$ cat config.mk
export PLATFORM = sky130hd
export DESIGN_NAME = psx_host_poller
export DESIGN_NICKNAME = d
export VERILOG_FILES = /design/src/rtl/psx_host_poller.sv
export SDC_FILE = /design/constraint.sdc
export NUM_CORES = 1
export LEC_CHECK = 0
export ABC_AREA = 1
export BUFFER_PORTS_ARGS = -buffer_cell sky130_fd_sc_hd__clkbuf_2
export CORE_MARGIN = 4
export CORE_UTILIZATION = 51
export DETAILED_ROUTE_END_ITERATION = 8
export PLACE_DENSITY_LB_ADDON = 0.05
export SLEW_MARGIN = 20
export SYNTH_ARGS = -nofsm -noshare
export SYNTH_HDL_FRONTEND = slang
export SYNTH_SLANG_ARGS = --single-unit
$ cat constraint.sdc
create_clock -name clk -period 1.8 [get_ports clk]
set_input_delay 0.36 -clock clk [delete_from_list [all_inputs] [get_ports clk]]
set_output_delay 0.36 -clock clk [all_outputs]
set_load 0.005 [all_outputs]
$ cat src/rtl/psx_host_poller.sv
// PSX controller-bus initiator: clocks bytes LSB-first out on CMD, samples DAT,
// and waits for the controller ACK between bytes. Buffers are external SRAM-style ports.
module psx_host_poller #(
  parameter int unsigned HALF_BITS        = 4,
  parameter int unsigned ACK_TIMEOUT_BITS = 10,
  parameter int unsigned ADDR_BITS        = 5
) (
  input  logic                 clk,
  input  logic                 reset,
  input  logic                 start,
  input  logic [ADDR_BITS-1:0] byte_count,
  output logic [ADDR_BITS-1:0] tx_addr,
  input  logic [7:0]           tx_data,
  output logic                 rx_write_en,
  output logic [ADDR_BITS-1:0] rx_addr,
  output logic [7:0]           rx_data,
  output logic                 busy,
  output logic                 done,
  output logic                 error,
  output logic                 psx_sel_n,
  output logic                 psx_clk,
  output logic                 psx_cmd,
  input  logic                 psx_dat,
  input  logic                 psx_ack_n
);

  localparam int unsigned TW =
      ((ACK_TIMEOUT_BITS > HALF_BITS + 1) ? ACK_TIMEOUT_BITS : HALF_BITS + 1) + 1;
  localparam logic [TW-1:0] HALF_END = TW'((1 << HALF_BITS) - 1);
  localparam logic [TW-1:0] SEL_END  = TW'((2 << HALF_BITS) - 1);
  localparam logic [TW-1:0] ACK_END  = TW'((1 << ACK_TIMEOUT_BITS) - 1);

  typedef enum logic [2:0] {
    StIdle, StSelect, StClkLow, StClkHigh, StAckWait, StGap, StDeselect, StDone
  } state_e;

  state_e               state_q, state_d;
  logic [TW-1:0]        timer_q, timer_d;
  logic [ADDR_BITS-1:0] count_q, index_q;
  logic [2:0]           bit_q;
  logic [7:0]           tx_byte_q, rx_byte_q;
  logic                 ack_seen_q, error_q, rx_we_q;
  logic                 dat_meta_q, dat_sync_q, ack_meta_q, ack_sync_q;

  logic half_end, sel_end, ack_tmo, last_byte, last_bit, ack_ok;

  assign half_end  = (timer_q == HALF_END);
  assign sel_end   = (timer_q == SEL_END);
  assign ack_tmo   = (timer_q == ACK_END);
  assign last_byte = (index_q == count_q - ADDR_BITS'(1));
  assign last_bit  = (bit_q == 3'd7);
  assign ack_ok    = ack_seen_q | ~ack_sync_q;

  // State register
  always_ff @(posedge clk or posedge reset) begin
    if (reset) begin
      state_q <= StIdle;
      timer_q <= '0;
    end else begin
      state_q <= state_d;
      timer_q <= timer_d;
    end
  end

  // Next-state logic; the timebase restarts whenever the state changes
  always_comb begin
    state_d = state_q;
    unique case (state_q)
      StIdle:     if (start) state_d = (byte_count != '0) ? StSelect : StDone;
      StSelect:   if (sel_end) state_d = StClkLow;
      StClkLow:   if (half_end) state_d = StClkHigh;
      StClkHigh: begin
        if (half_end) begin
          if (!last_bit)      state_d = StClkLow;
          else if (last_byte) state_d = StDeselect;
          else                state_d = StAckWait;
        end
      end
      StAckWait: begin
        if (ack_ok)       state_d = StGap;
        else if (ack_tmo) state_d = StDeselect;
      end
      StGap:      if (half_end) state_d = StClkLow;
      StDeselect: if (half_end) state_d = StDone;
      StDone:     state_d = StIdle;
      default:    state_d = StIdle;
    endcase
    timer_d = (state_d != state_q) ? '0 : timer_q + TW'(1);
  end

  // Output logic
  always_comb begin
    busy      = 1'b1;
    done      = 1'b0;
    psx_sel_n = 1'b0;
    psx_clk   = 1'b1;
    psx_cmd   = 1'b1;
    unique case (state_q)
      StIdle: begin
        busy      = 1'b0;
        psx_sel_n = 1'b1;
      end
      StClkLow: begin
        psx_clk = 1'b0;
        psx_cmd = tx_byte_q[bit_q];
      end
      StClkHigh: psx_cmd = tx_byte_q[bit_q];
      StDone: begin
        done      = 1'b1;
        psx_sel_n = 1'b1;
      end
      default: ;
    endcase
  end

  // Datapath: synchronisers, byte shifting, index and ACK tracking
  always_ff @(posedge clk or posedge reset) begin
    if (reset) begin
      dat_meta_q <= 1'b1;
      dat_sync_q <= 1'b1;
      ack_meta_q <= 1'b1;
      ack_sync_q <= 1'b1;
      count_q    <= '0;
      index_q    <= '0;
      bit_q      <= '0;
      tx_byte_q  <= '0;
      rx_byte_q  <= '0;
      ack_seen_q <= 1'b0;
      error_q    <= 1'b0;
      rx_we_q    <= 1'b0;
    end else begin
      dat_meta_q <= psx_dat;
      dat_sync_q <= dat_meta_q;
      ack_meta_q <= psx_ack_n;
      ack_sync_q <= ack_meta_q;
      rx_we_q    <= (state_q == StClkHigh) && half_end && last_bit;

      if (state_q == StIdle && start) begin
        count_q <= byte_count;
        index_q <= '0;
        error_q <= 1'b0;
      end

      if ((state_q == StSelect && sel_end) || (state_q == StGap && half_end)) begin
        tx_byte_q <= tx_data;
        bit_q     <= '0;
      end

      if (state_q == StClkHigh && half_end) begin
        rx_byte_q[bit_q] <= dat_sync_q;
        if (!last_bit) bit_q <= bit_q + 3'd1;
      end

      // ACKs are honoured from the start of the final high phase of a byte onward
      if (state_q == StClkLow && half_end && last_bit) begin
        ack_seen_q <= 1'b0;
      end else if (((state_q == StClkHigh && last_bit) || state_q == StAckWait) &&
                   !ack_sync_q) begin
        ack_seen_q <= 1'b1;
      end

      if (state_q == StAckWait) begin
        if (ack_ok)       index_q <= index_q + ADDR_BITS'(1);
        else if (ack_tmo) error_q <= 1'b1;
      end
    end
  end

  assign tx_addr     = index_q;
  assign rx_addr     = index_q;
  assign rx_data     = rx_byte_q;
  assign rx_write_en = rx_we_q;
  assign error       = error_q;

endmodule

# Word level (Yosys, flattened, before mapping)
# Index checks and enable logic that the tools add are counted.
# word_totals
out_inout_bits	25
reg_bits	50
# op_classes
order_cmp	2
n_mux	35
bitwise	2
n_reduce_logical	18
n_addsub	4
n_eq_ne	13
# op_table
operator	n
$mux 3	13
$pmux 3 s8	1
$eq 3x3->1 const B	5
$mux 5	3
$mux 1	13
$add 11x1->11 const B	1
$eq 11x10->1 const B	1
$eq 11x4->1 const B	1
$eq 11x5->1 const B	1
$mux 11	1
$logic_and 1x1->1	10
$bwmux 8	1
$eq 3x2->1 const B	2
$add 5x1->5 const B	1
$eq 5x5->1	1
$reduce_bool 5->1	1
$sub 5x1->5 const B	1
$lt 3x4->1 const B	1
$reduce_or 2->1	2
$add 3x1->3 const B	1
$bmux 1 s3	1
$demux 1 s3	1
$eq 3x1->1 const B	1
$ge 3x1->1 const B	1
8 further kinds	9

# Depth between registers and ports, before layout
# logic_depth
depth_word	8
depth_mapped	16
ltp_nobuf	15

# Worst setup path before layout
# Ideal clock, no wire load.
# synth_path
kind	flip-flop to flip-flop
from	register timer_q[0]
to	register timer_q[2]
t_arrival_ps	1591
n_path_buf	1
synth_period_minus_slack_ps	1712
setup_time_ps	121
path_stages_with_launch	11
setup_slack_ps	88
path_cell_list	dfrtp_1 > ha_1 > nand3_4 > nor2_1 > nand2_1 > nand2_1 > nand4_2 > xor2_2 > nand2_2 > buf_6 > nor2_2
# synth_between
elab_chain_cells	6
word_cells_on_any_way	14
classes_between	add/sub (1); eq/ne (4); mux (9)
# synth_lines
element	line	rtl
from (decl)	38	logic [TW-1:0] timer_q, timer_d;
from (signal assigned)	61	timer_q <= timer_d;
$eq 11x10->1	49	assign ack_tmo = (timer_q == ACK_END);
$mux 3	81	else if (ack_tmo) state_d = StDeselect;
$mux 3	80	if (ack_ok) state_d = StGap;
$pmux 3 s8 *	68	unique case (state_q)
via state_d[0]	37	state_e state_q, state_d;
$ne 3x3->1 *	88	timer_d = (state_d != state_q) ? '0 : timer_q + TW'(1);
$mux 11 *	88	
via timer_d[2]	38	
# Mark *: on every way through the listed nets, which the timed path passes. The rest lies on a longest branch.
# A chain may end at the register's enable or synchronous reset.

# Worst setup path after layout
# layout_path
from	register bit_q[1]
to	output psx_cmd
# layout_between
elab_chain_cells	3
# layout_lines
element	line	rtl
from (decl)	40	logic [2:0] bit_q;
from (signal assigned)	151	if (!last_bit) bit_q <= bit_q + 3'd1;
$bmux 1 s3	105, 107	
$mux 1 (implied by the code)	105, 107	
$mux 1	n/a	
to (decl)	22	output logic psx_cmd,
# Every way passes these cells. The select of a mux whose other input is x is not followed.

==> qor.csv <==
stage,metric,value,unit
run,max_cap viols,0,
setup_path,WP data required,1.44,ns
global_routing,Global Route Usage Sum,0.193,
setup_path,Crit. End Element,primary output,
clock_network,number of clock sinks,50,
global_routing,met1 usage,0.264,
place,Final HPWL DP,4.35,mm
drt,WL per Instance,13.9,um
sta,Worst Skew,0.00632,ns
sta,fin crit period,1.93,ns
place,dpl cells,441,
drt,Pre-antenna DRT Iters,4,
logic_synthesis,asr flop ratio synth,1.00,
place,number of port buffers,42,
global_routing,first-pass GRT wire length,9.83,mm
power_and_ir_drop,Tot Pwr,3.81,mW
status,failing checks,negative setup slack,
logic_synthesis,average cell area after synthesis,8.32,um2
clock_network,worst-skew pair later-pin latency,0.31,ns
drt,via count,2375,
final_layout,# diodes,0,
clock_network,CTS Root Buffer Type,clkbuf_8,
clock_network,CTS tree,built,
sta,RSZ-0062 raised after global routing,true,
logic_synthesis,Unique masters post-synth,39,
floorplan,Core Footprint,5110,um2
logic_synthesis,synthesized net count,347,
logic_synthesis,Post-Synthesis Cell Area,2700,um2
logic_synthesis,number of synthesized flops with an enable pin,0,
global_routing,met2 Use GR,0.316,
logic_synthesis,Mapped Cells,324,
floorplan,io pins,43,
global_routing,initial antenna violation count,0,
place,Final GP Congestion,0.828,
global_routing,vias in the first global route,2185,
drt,DR vias/cell,5.12,
status,outcome,"complete, but fails checks",
setup_path,crit-path max FO,6,
setup_path,Worst Setup Path Type,flip-flop to primary output,
final_layout,proportion of layout cells with a drive suffix above 1,0.383,
drt,Routed WL,6.46,mm
floorplan,num rows,26,
floorplan,Die Y-Extent,80.7,um
sta,Slew Limit Fails,0,
clock_network,"CTS clk-pin slew, worst paths",0.09,ns
sta,final hold violation count,0,
sta,worst hold margin,0.0303,ns
sta,Slew Limit Headroom,0.701,
logic_synthesis,most frequent cell after synthesis,nand2_1,
drt,Final ANT Viol Nets,0,
sta,fmax,519,MHz
global_routing,GR peak layer,met2,
final_layout,Layout Cells excl Fill,464,
setup_path,critical path startpoint category,flip-flop,
clock_network,htree depth,2,
setup_path,CP Data Arrival Time,1.57,ns
drt,drt drc,0,
power_and_ir_drop,Max VDD drop,0.962,mV
floorplan,Die ar.,6510,um2
global_routing,M3 GR Usage,0.0314,
logic_synthesis,Post-synth top cells,"79 x nand2_1, 46 x dfrtp_1, 35 x inv_1",
hold_path,Hold Path Class,input port to asynchronous set/reset pin,
logic_synthesis,sequential share of the synthesized area,0.466,
final_layout,Nets,416,
floorplan,Die Width,80.7,um
floorplan,Initial Util,0.528,
final_layout,Syn-to-layout area delta,31.6,%
logic_synthesis,Yosys top cell area share,0.427,
clock_network,cts bufs inserted,5,
global_routing,pin count of the biggest net entering global routing,31,
global_routing,remaining global-route overflow,0,
sta,final worst slack,-0.128,ns
power_and_ir_drop,LEAKAGE,1.68,nW
final_layout,# fillers,411,
clock_network,hold_buf cts,0,
logic_synthesis,yosys warns,0,
logic_synthesis,Area contributors post-synth,"dfrtp_1 43%, nand2_1 11%, inv_1 4.9%",
logic_synthesis,Synth area leader,dfrtp_1,
logic_synthesis,register bit count reported by yosys,50,
clock_network,maximum root-to-sink buffer count,2,
sta,Final period util,1.07,
drt,Starting DRT DRC Count,123,
power_and_ir_drop,power per cell area,1080,nW/um2
logic_synthesis,Main synth FF type,dfrtp_1,
sta,Worst Tran Pin Value,0.448,ns
sta,Final Setup Violations,12,
==> state kept, by name (all words and copies together) (netlist names) <==
register,count
timer_q,11
rx_data,8
tx_byte_q,8
count_q,5
rx_addr,5
bit_q,3
state_q,3
ack_meta_q,1
ack_seen_q,1
ack_sync_q,1
dat_meta_q,1
dat_sync_q,1
error,1
rx_write_en,1
==> logic make-up (layout without fill, tap and decap cells) <==
logic type,after synthesis,count (layout),share of synthesized area
xor gates and xnor gates,10,10,0.0353
and+or+nand+nor,177,178,0.318
adders and majority gates,5,5,0.0232
AOI/OAI and AO/OA,29,29,0.0631
muxes,4,4,0.0162
DFF,50,50,0.466
buffers and inverters,49,118,0.0784
==> placed cells by master (no fill, tap or decap), types with 10 or more instances in the layout <==
| cell type | count |
|---|---|
| o21ai_0 | 15 |
| clkbuf_2 | 42 |
| inv_2 | 10 |
| nand4_1 | 11 |
| nor2_4 | 12 |
| inv_1 | 27 |
| nand2_1 | 75 |
| dfrtp_1 | 39 |
| nor2_1 | 26 |
| buf_4 | 22 |
| nand3_1 | 16 |
==> critical path: stages, from the launching register on <==
cell and delay [ns]:
dfrtp_2 0.49, nand3_2 0.10, nor2_1 0.05, a2111oi_2 0.34
nand4_1 0.13, clkbuf_2 0.14
==> repair_timing <==
item                       4_1_cts  5_1_grt
buffers inserted                 5        9
cloned                           0        1
setup endpoints to repair       12       25
gates resized for setup         20       46
hold endpoints to repair         0        0
pin swaps                        4       12
==> final cells by class <==
class	instances	area, um2	area share
inverters	40	158	0.0444
multi-input cells	226	1460	0.413
clock buffers	7	96.3	0.0272
clock inverters	1	8.76	0.00247
flip-flops and latches	50	1260	0.356
repair buffers	70	469	0.132
well taps	70	87.6	0.0247
==> worst paths after layout <==
path | start | cells after the start | slack (ns) | to
max reg2reg | timer_q[1] | 10 | -0.08 | timer_q[3]
max | bit_q[1] | 5 | -0.13 | psx_cmd
min reg2reg | ack_meta_q | 0 | 0.35 | ack_sync_q
max in group asynchronous | reset | 3 | 1.19 | ack_sync_q
min | reset | 2 | 0.03 | rx_data[5]
min in group clk | psx_dat | 1 | 0.12 | dat_meta_q
==> stage by stage <==
| stage | setup WS [ns] | area (um2) | TNS, ns | utilization |
|---|---|---|---|---|
| global route | -0.187 | 3550 | -1.75 | 0.695 |
| finish | -0.128 | 3550 | -0.665 | 0.695 |
| detailed placement | -0.0696 | 3050 | -0.534 | 0.597 |
| global placement | -0.0258 | 3050 | -0.0490 | 0.597 |
| CTS | -0.0830 | 3260 | -0.0830 | 0.638 |
| floorplan | 0.0884 | 2700 | 0 | - |
==> routing by layer <==
layer	routed length (um)	part of all wire
met4	67	0.010
met5	0	0
met1	2910	0.45
met3	297	0.046
met2	3180	0.49
==> report_power, final <==
group	total (mW)	switching (mW)	internal, mW
logic	1.67	0.948	0.719
clock network	0.734	0.382	0.353
registers	1.41	0.152	1.26
total	3.81	1.48	2.33
Note: power is estimated with default switching activity, not from simulation.
